**config.mk**
```make
export PLATFORM = sky130hd
export DESIGN_NAME = wb_register_file
export DESIGN_NICKNAME = d
export VERILOG_FILES = /design/src/rtl/wb_register_file.sv
export SDC_FILE = /design/constraint.sdc
export NUM_CORES = 2
export LEC_CHECK = 0
export CORE_MARGIN = 5
export CORE_UTILIZATION = 40
export DETAILED_ROUTE_END_ITERATION = 6
export PLACE_DENSITY = 0.6
export SLEW_MARGIN = 20
export SYNTH_ARGS = -nofsm -noshare
export SYNTH_HDL_FRONTEND = slang
export SYNTH_SLANG_ARGS = --single-unit
```
**constraint.sdc**
```tcl
create_clock -name clk -period 4.22 [get_ports clk]
set_clock_uncertainty 0.15 [all_clocks]
set_input_delay 0.844 -clock clk [delete_from_list [all_inputs] [get_ports clk]]
set_output_delay 0.844 -clock clk [all_outputs]
set_load 0.005 [all_outputs]
```
**src/rtl/wb_register_file.sv**
```systemverilog
// Write-back stage and 32-entry architectural register file for the 5-stage
// MIPS pipeline: selects the write-back value, commits it, and serves two
// ID-stage read ports plus a debug read port with write-first bypass.
module wb_register_file #(
    parameter int DATA_W = 32,
    parameter int ADDR_W = 5
) (
    input  logic              clk,
    input  logic              reset,
    input  logic [DATA_W-1:0] inLoadWordDividerMEM,
    input  logic [DATA_W-1:0] inAluLatch,
    input  logic [DATA_W-1:0] inPcPlus8,
    input  logic [ADDR_W-1:0] inMuxRtRd,
    input  logic              inRegWrite,
    input  logic [1:0]        inMemtoReg,
    input  logic [ADDR_W-1:0] inReadRs,
    input  logic [ADDR_W-1:0] inReadRt,
    input  logic [ADDR_W-1:0] inDbgAddr,
    output logic [DATA_W-1:0] outRsData,
    output logic [DATA_W-1:0] outRtData,
    output logic [DATA_W-1:0] outDbgData,
    output logic [DATA_W-1:0] outWbData,
    output logic              outWbValid
);

    localparam int unsigned NREGS = 2 ** ADDR_W;

    logic [DATA_W-1:0] regs [NREGS];

    // Register 0 is hardwired to zero; a matching in-flight write wins over
    // the stored value so ID sees the result in the same cycle.
    function automatic logic [DATA_W-1:0] readPort(
        input logic [ADDR_W-1:0] addr,
        input logic [DATA_W-1:0] stored,
        input logic [ADDR_W-1:0] wrAddr,
        input logic              wrValid,
        input logic [DATA_W-1:0] wrData
    );
        if (addr == '0)
            return '0;
        else if (wrValid && (addr == wrAddr))
            return wrData;
        else
            return stored;
    endfunction

    // Write-back source select and qualification of the register write.
    always_comb begin
        outWbData = inAluLatch;
        case (inMemtoReg)
            2'b01:   outWbData = inLoadWordDividerMEM;
            2'b10:   outWbData = inPcPlus8;
            default: outWbData = inAluLatch;
        endcase
        outWbValid = inRegWrite && (inMuxRtRd != '0) && !reset;
    end

    // Register file update: reset clears everything and drops the write.
    always_ff @(posedge clk) begin
        if (reset) begin
            for (int unsigned i = 0; i < NREGS; i++)
                regs[ADDR_W'(i)] <= '0;
        end else if (outWbValid) begin
            regs[inMuxRtRd] <= outWbData;
        end
    end

    // Combinational zero-latency read ports with write-first bypass.
    always_comb begin
        outRsData  = readPort(inReadRs,  regs[inReadRs],  inMuxRtRd, outWbValid, outWbData);
        outRtData  = readPort(inReadRt,  regs[inReadRt],  inMuxRtRd, outWbValid, outWbData);
        outDbgData = readPort(inDbgAddr, regs[inDbgAddr], inMuxRtRd, outWbValid, outWbData);
    end

endmodule

```
======== Word level (Yosys, flattened, before mapping) ========
Memory sizes are Yosys's and may differ from the RTL's.
Index checks and enable logic that the tools add are counted.
operators by class
  reductions and logical operators ........ 11
  mux-type cells .......................... 15
  equality and inequality tests ........... 5
operators with widths
  operator            count
  $mux 32             7
  $pmux 32 s2         1
  $reduce_or 32->1    1
  $eq 5x5->1          3
  $logic_not 5->1     3
  $mux 1              6
  $logic_and 1x1->1   5
  $mux 5              1
  $reduce_bool 5->1   1
  $eq 2x1->1 const B  1
  $eq 2x2->1 const B  1
  $logic_not 1->1     1
word-level totals
  output and inout bits ................... 129
  memories ................................ 1
  bits in writable memories ............... 1,024
  bits in registers ....................... 0
  input bits .............................. 121
  word-level logic and storage cells ...... 32
memory list
  name  words  width  read ports  clocked after memory_dff  write ports  RTL line  text
  regs  32     32     3           0                         32           28        logic [DATA_W-1:0] regs [NREGS];

======== Longest topological paths before layout ========
  word-level depth ........................ 8
  depth in mapped cells ................... 10
  gate-level depth less buffers ........... 7

======== Worst setup path after synthesis ========
No wires, ideal clock.
  path kind ............................... input-to-output
  from .................................... in inMemtoReg[0]
  to ...................................... out outWbData[30]
  stages on the path ...................... 8
  buffers on the path ..................... 3
  setup slack ............................. 752 ps
  data required time ...................... 3,226 ps
  arrival ................................. 2,474 ps
  cells stage by stage .................... inv_1 -> ha_1 -> clkbuf_1 -> clkbuf_1 -> nor2_1 -> a21oi_1 -> clkbuf_1 -> inv_1
on the way
  word-level cells in the longest chain between the ends .. 2
  elaborated cells between the ends (all ways) .. 3
  classes of those cells .................. eq/ne (2); mux (1)
ends and longest elaborated chain
  what                                             RTL line  text
  from (decl)                                      15        input logic [1:0] inMemtoReg,
  $eq 2x2->1 / $eq 2x1->1 (equally long branches)  50        case (inMemtoReg)
  $pmux 32 s2 (*)                                  50
  to (decl)                                        22        output logic [DATA_W-1:0] outWbData,
Every way passes the cells marked *; elsewhere a longest branch is shown, timed or not.

======== Worst setup path after layout ========
  from .................................... in inDbgAddr[4]
  to ...................................... out outDbgData[3]
on the way
  word-level cells in the longest chain between the ends .. 4
  elaborated cells between the ends (all ways) .. 6
  classes of those cells .................. eq/ne (1); mux (2); reduce/logical (2); memory (1)
ends and longest elaborated chain
  what                                                                   RTL line  text
  from (decl)                                                            18        input logic [ADDR_W-1:0] inDbgAddr,
  parallel branches: the longest is 3 deep, another holds $mem_v2 32x32  -
  $mux 32 (*)                                                            39        if (addr == '0)
  to (decl)                                                              21        output logic [DATA_W-1:0] outDbgData,
Mark *: on every way between the ends.

==> metrics.md <==
| Metric | Value |
|---|---|
| Final WS setup | `-0.0473 ns` |
| WP data required | `3.23 ns` |
| LEAKAGE | `27.3 nW` |
| Synth Instances | `4833` |
| Chip width | `404 µm` |
| CTS H-tree lvls | `3` |
| Most frequent cell on the critical path | `buf_12` |
| Setup_tns | `-0.111 ns` |
| Post-synth ARST share | `0%` |
| Drt wl/cell | `36.3 µm` |
| Final Wtd Congestion | `0.953` |
| Max Cap Violations | `0` |
| Die height | `404 µm` |
| CTS root buf | `clkbuf_16` |
| Pins Over Slew Limit | `0` |
| Slowest cell on crit path | `clkdlybuf4s50_1` |
| Critical path class | `input pin to primary output` |
| Vias/cell | `6.79` |
| Initial core utilization | `40.3%` |
| WP data arrival | `3.27 ns` |
| TritonRoute pass-1 iters | `6` |
| Netlist cell types | `59` |
| Peak supply drop | `~0.00035 V` |
| Relative slew slack | `34.6%` |
| Worst min path class | `input pin to flip-flop` |
| First-pass GRT wire length | `379000 µm` |
| Final hold slack | `0.613 ns` |
| Global Route Usage Sum | `32.7%` |
| Die area | `163000 µm²` |
| Nets | `5578` |
| Grt ovf | `0` |
| Startpoint Class | `input pin` |
| Vias in the first global route | `approximately 50000` |
| Setup slack at placement | `-0.604 ns` |
| Critical path's top delay family | `buffers and inverters` |
| WP buf/inv | `7` |
| Crit end category | `primary output` |
| Power Dens Cells | `355 nW/µm²` |
| Worst path max stage delay | `0.58 ns` |
| CTS tree | `done` |
| Routed WL | `275000 µm` |
| Most frequent cells in the layout | `nor2_1 (1216), edfxtp_1 (1024), buf_4 (595), mux4_2 (569), mux2_2 (338)` |
| Worst-path cell chain | `clkdlybuf4s15_2 -> buf_4 -> nand3b_1 -> buf_12 -> buf_12 -> buf_12 -> buf_4 -> o22ai_1 -> nor4_2 -> nor3_2 -> a211oi_1 -> clkdlybuf4s50_1` |
| Commonest non-fill, non-tap cell in the layout | `nor2_1` |
| Flop and latch count out of synthesis | `1024` |
| Post-synthesis xor/xnor area fraction | `0.212%` |
| CP max FO | `10` |
| Synth Flop Type | `edfxtp_1` |
| Layout cells sized above 1 | `39.9%` |
| Max FFs per register | `1024` |
| CTS Buffer Depth | `3` |
| RSZ-0062 raised after global routing | `yes` |
| Largest net degree at the start of global routing | `56` |
| Total CTS buffers | `between 100 and 150` |
| Status | `finished with violations` |
| I/O pin count | `250` |
| Sequential element share of the synthesized area | `49.6%` |
| Synthesized area | `62000 µm²` |
| Clock-pin slew on the worst setup and hold paths | `approximately 0.06 ns` |
| Main combinational cell family by area after synthesis | `multiplexers` |
| Vias post-DR | `just over 50000` |
| Reg with most FFs | `regs` |
| Post-detail-place hpwl | `176000 µm` |
| Final Cycle Share | `101%` |
| Post-Synth Adder-Cell Area | `0.0403%` |
| Antenna Nets Post-Route | `0` |
| Highest Clock Rate | `about 230 MHz` |
| Avg Cell Area, Syn | `12.8 µm²` |
| Buffers on Ports | `249` |
| Multiplexer share of the synthesized area | `27.4%` |
| Final setup violation count | `4` |
| Post-synth EDFFs | `1024` |
| DR DRC count | `0` |
| Row count | `144` |
| Minimum clock period | `4.27 ns` |
| Yosys warns | `0` |
| Least-Margin Pin Slew | `around 0.98 ns` |
| Regs by FF count | `regs: 1024 flops` |
| Initial antenna violation count | `3` |
| Final hold violation count | `0` |
| Simple-gate share of the synthesized area | `11.7%` |
| Synth Area in Compound Gates | `6.50%` |
| First-iteration detailed-routing DRC count | `slightly above 8000` |
| Clk sink count | `approximately 1000` |
| Failing checks | `negative setup slack` |
| Layout area overhead | `26.0%` |
| Core Region | `154000 µm²` |
-- per-stage QoR --
stage	util [%]	instance area [µm²]	instances	power, mW
final	50.7	78100	7589	27.7
after global routing	50.7	78100	7583	28.4
after CTS	50.2	77300	7544	27.5
after detailed placement	46.8	72100	7292	17.9
after global placement	46.8	72100	7292	17.8
after floorplan	-	62100	4864	15.2
-- repair_timing --
action,CTS,global route
endpoints found under the setup margin,112,71
buffers inserted,49,34
pin swaps,30,18
gates cloned,12,7
endpoints found under the hold margin,0,0
hold buffers,0,0
gates resized for setup,309,92
-- kinds of logic (layout without fill, tap and decap cells) --
family / count (synthesis) / in the layout
xor+xnor: 15 / 15
mux: 934 / 934
fa+ha+maj: 2 / 2
buf+inv: 622 / 1296
simple gates: 1652 / 1653
other cells: 1 / 38
flops: 1024 / 1024
compound gates: 583 / 583
-- Yosys cell counts, types with 4 or more instances --
cell,number,area (µm²)
o221ai_1,31,272
nor2_1,1217,4570
a211oi_1,95,713
nand2b_1,38,238
buf_4,36,270
xor2_1,9,78.8
mux2i_1,14,140
or3b_2,5,43.8
xnor2_1,6,52.6
a21oi_1,5,25.0
mux4_2,569,12800
buf_2,108,541
mux2_1,4,45.0
inv_1,38,143
buf_1,14,52.6
mux2_4,6,90.1
clkbuf_1,397,1490
or3_1,4,25.0
nor3_1,71,355
nor4_1,126,788
mux2_2,338,3810
a22oi_1,32,240
nor3_2,31,310
nor2b_1,33,206
o22ai_1,314,1960
o21a_1,32,240
buf_12,6,120
nand3b_1,6,45.0
nand2_1,67,251
o311a_1,31,310
o21ai_0,31,155
buf_6,22,248
edfxtp_1,1024,30700
or4_1,31,233
-- where the power goes --
group | switching [mW] | total (mW) | internal, mW
combinational | 3.19 | 6.00 | 2.80
sequential | 0.410 | 12.2 | 11.8
clock | 4.21 | 9.55 | 5.35
-- area by class of cell --
type                       instances  area (µm²)
sequential                      1024       30700
clock inverter                    74         697
fill                           13000       75900
inverter                          38         143
timing repair buffer            1067       11300
multi-input combinational       3219       29900
clock buffer                     117        2720
antenna                            6        15.0
tap                             2044        2560
-- metal layers --
layer,part of all wire (%),global-route usage (%)
met5,0.0094,0
met1,34,42.6
met2,43,47.7
met3,15,10.9
met4,7.0,19.0
-- final timing paths --
path / slack, ns / start / endpoint / cells past startpoint
setup / recovery: -0.05 / inDbgAddr[4] / outDbgData[3] / 12
hold / removal: 0.61 / reset / regs[0][10] / 2
Note: power is estimated with default switching activity, not from simulation.
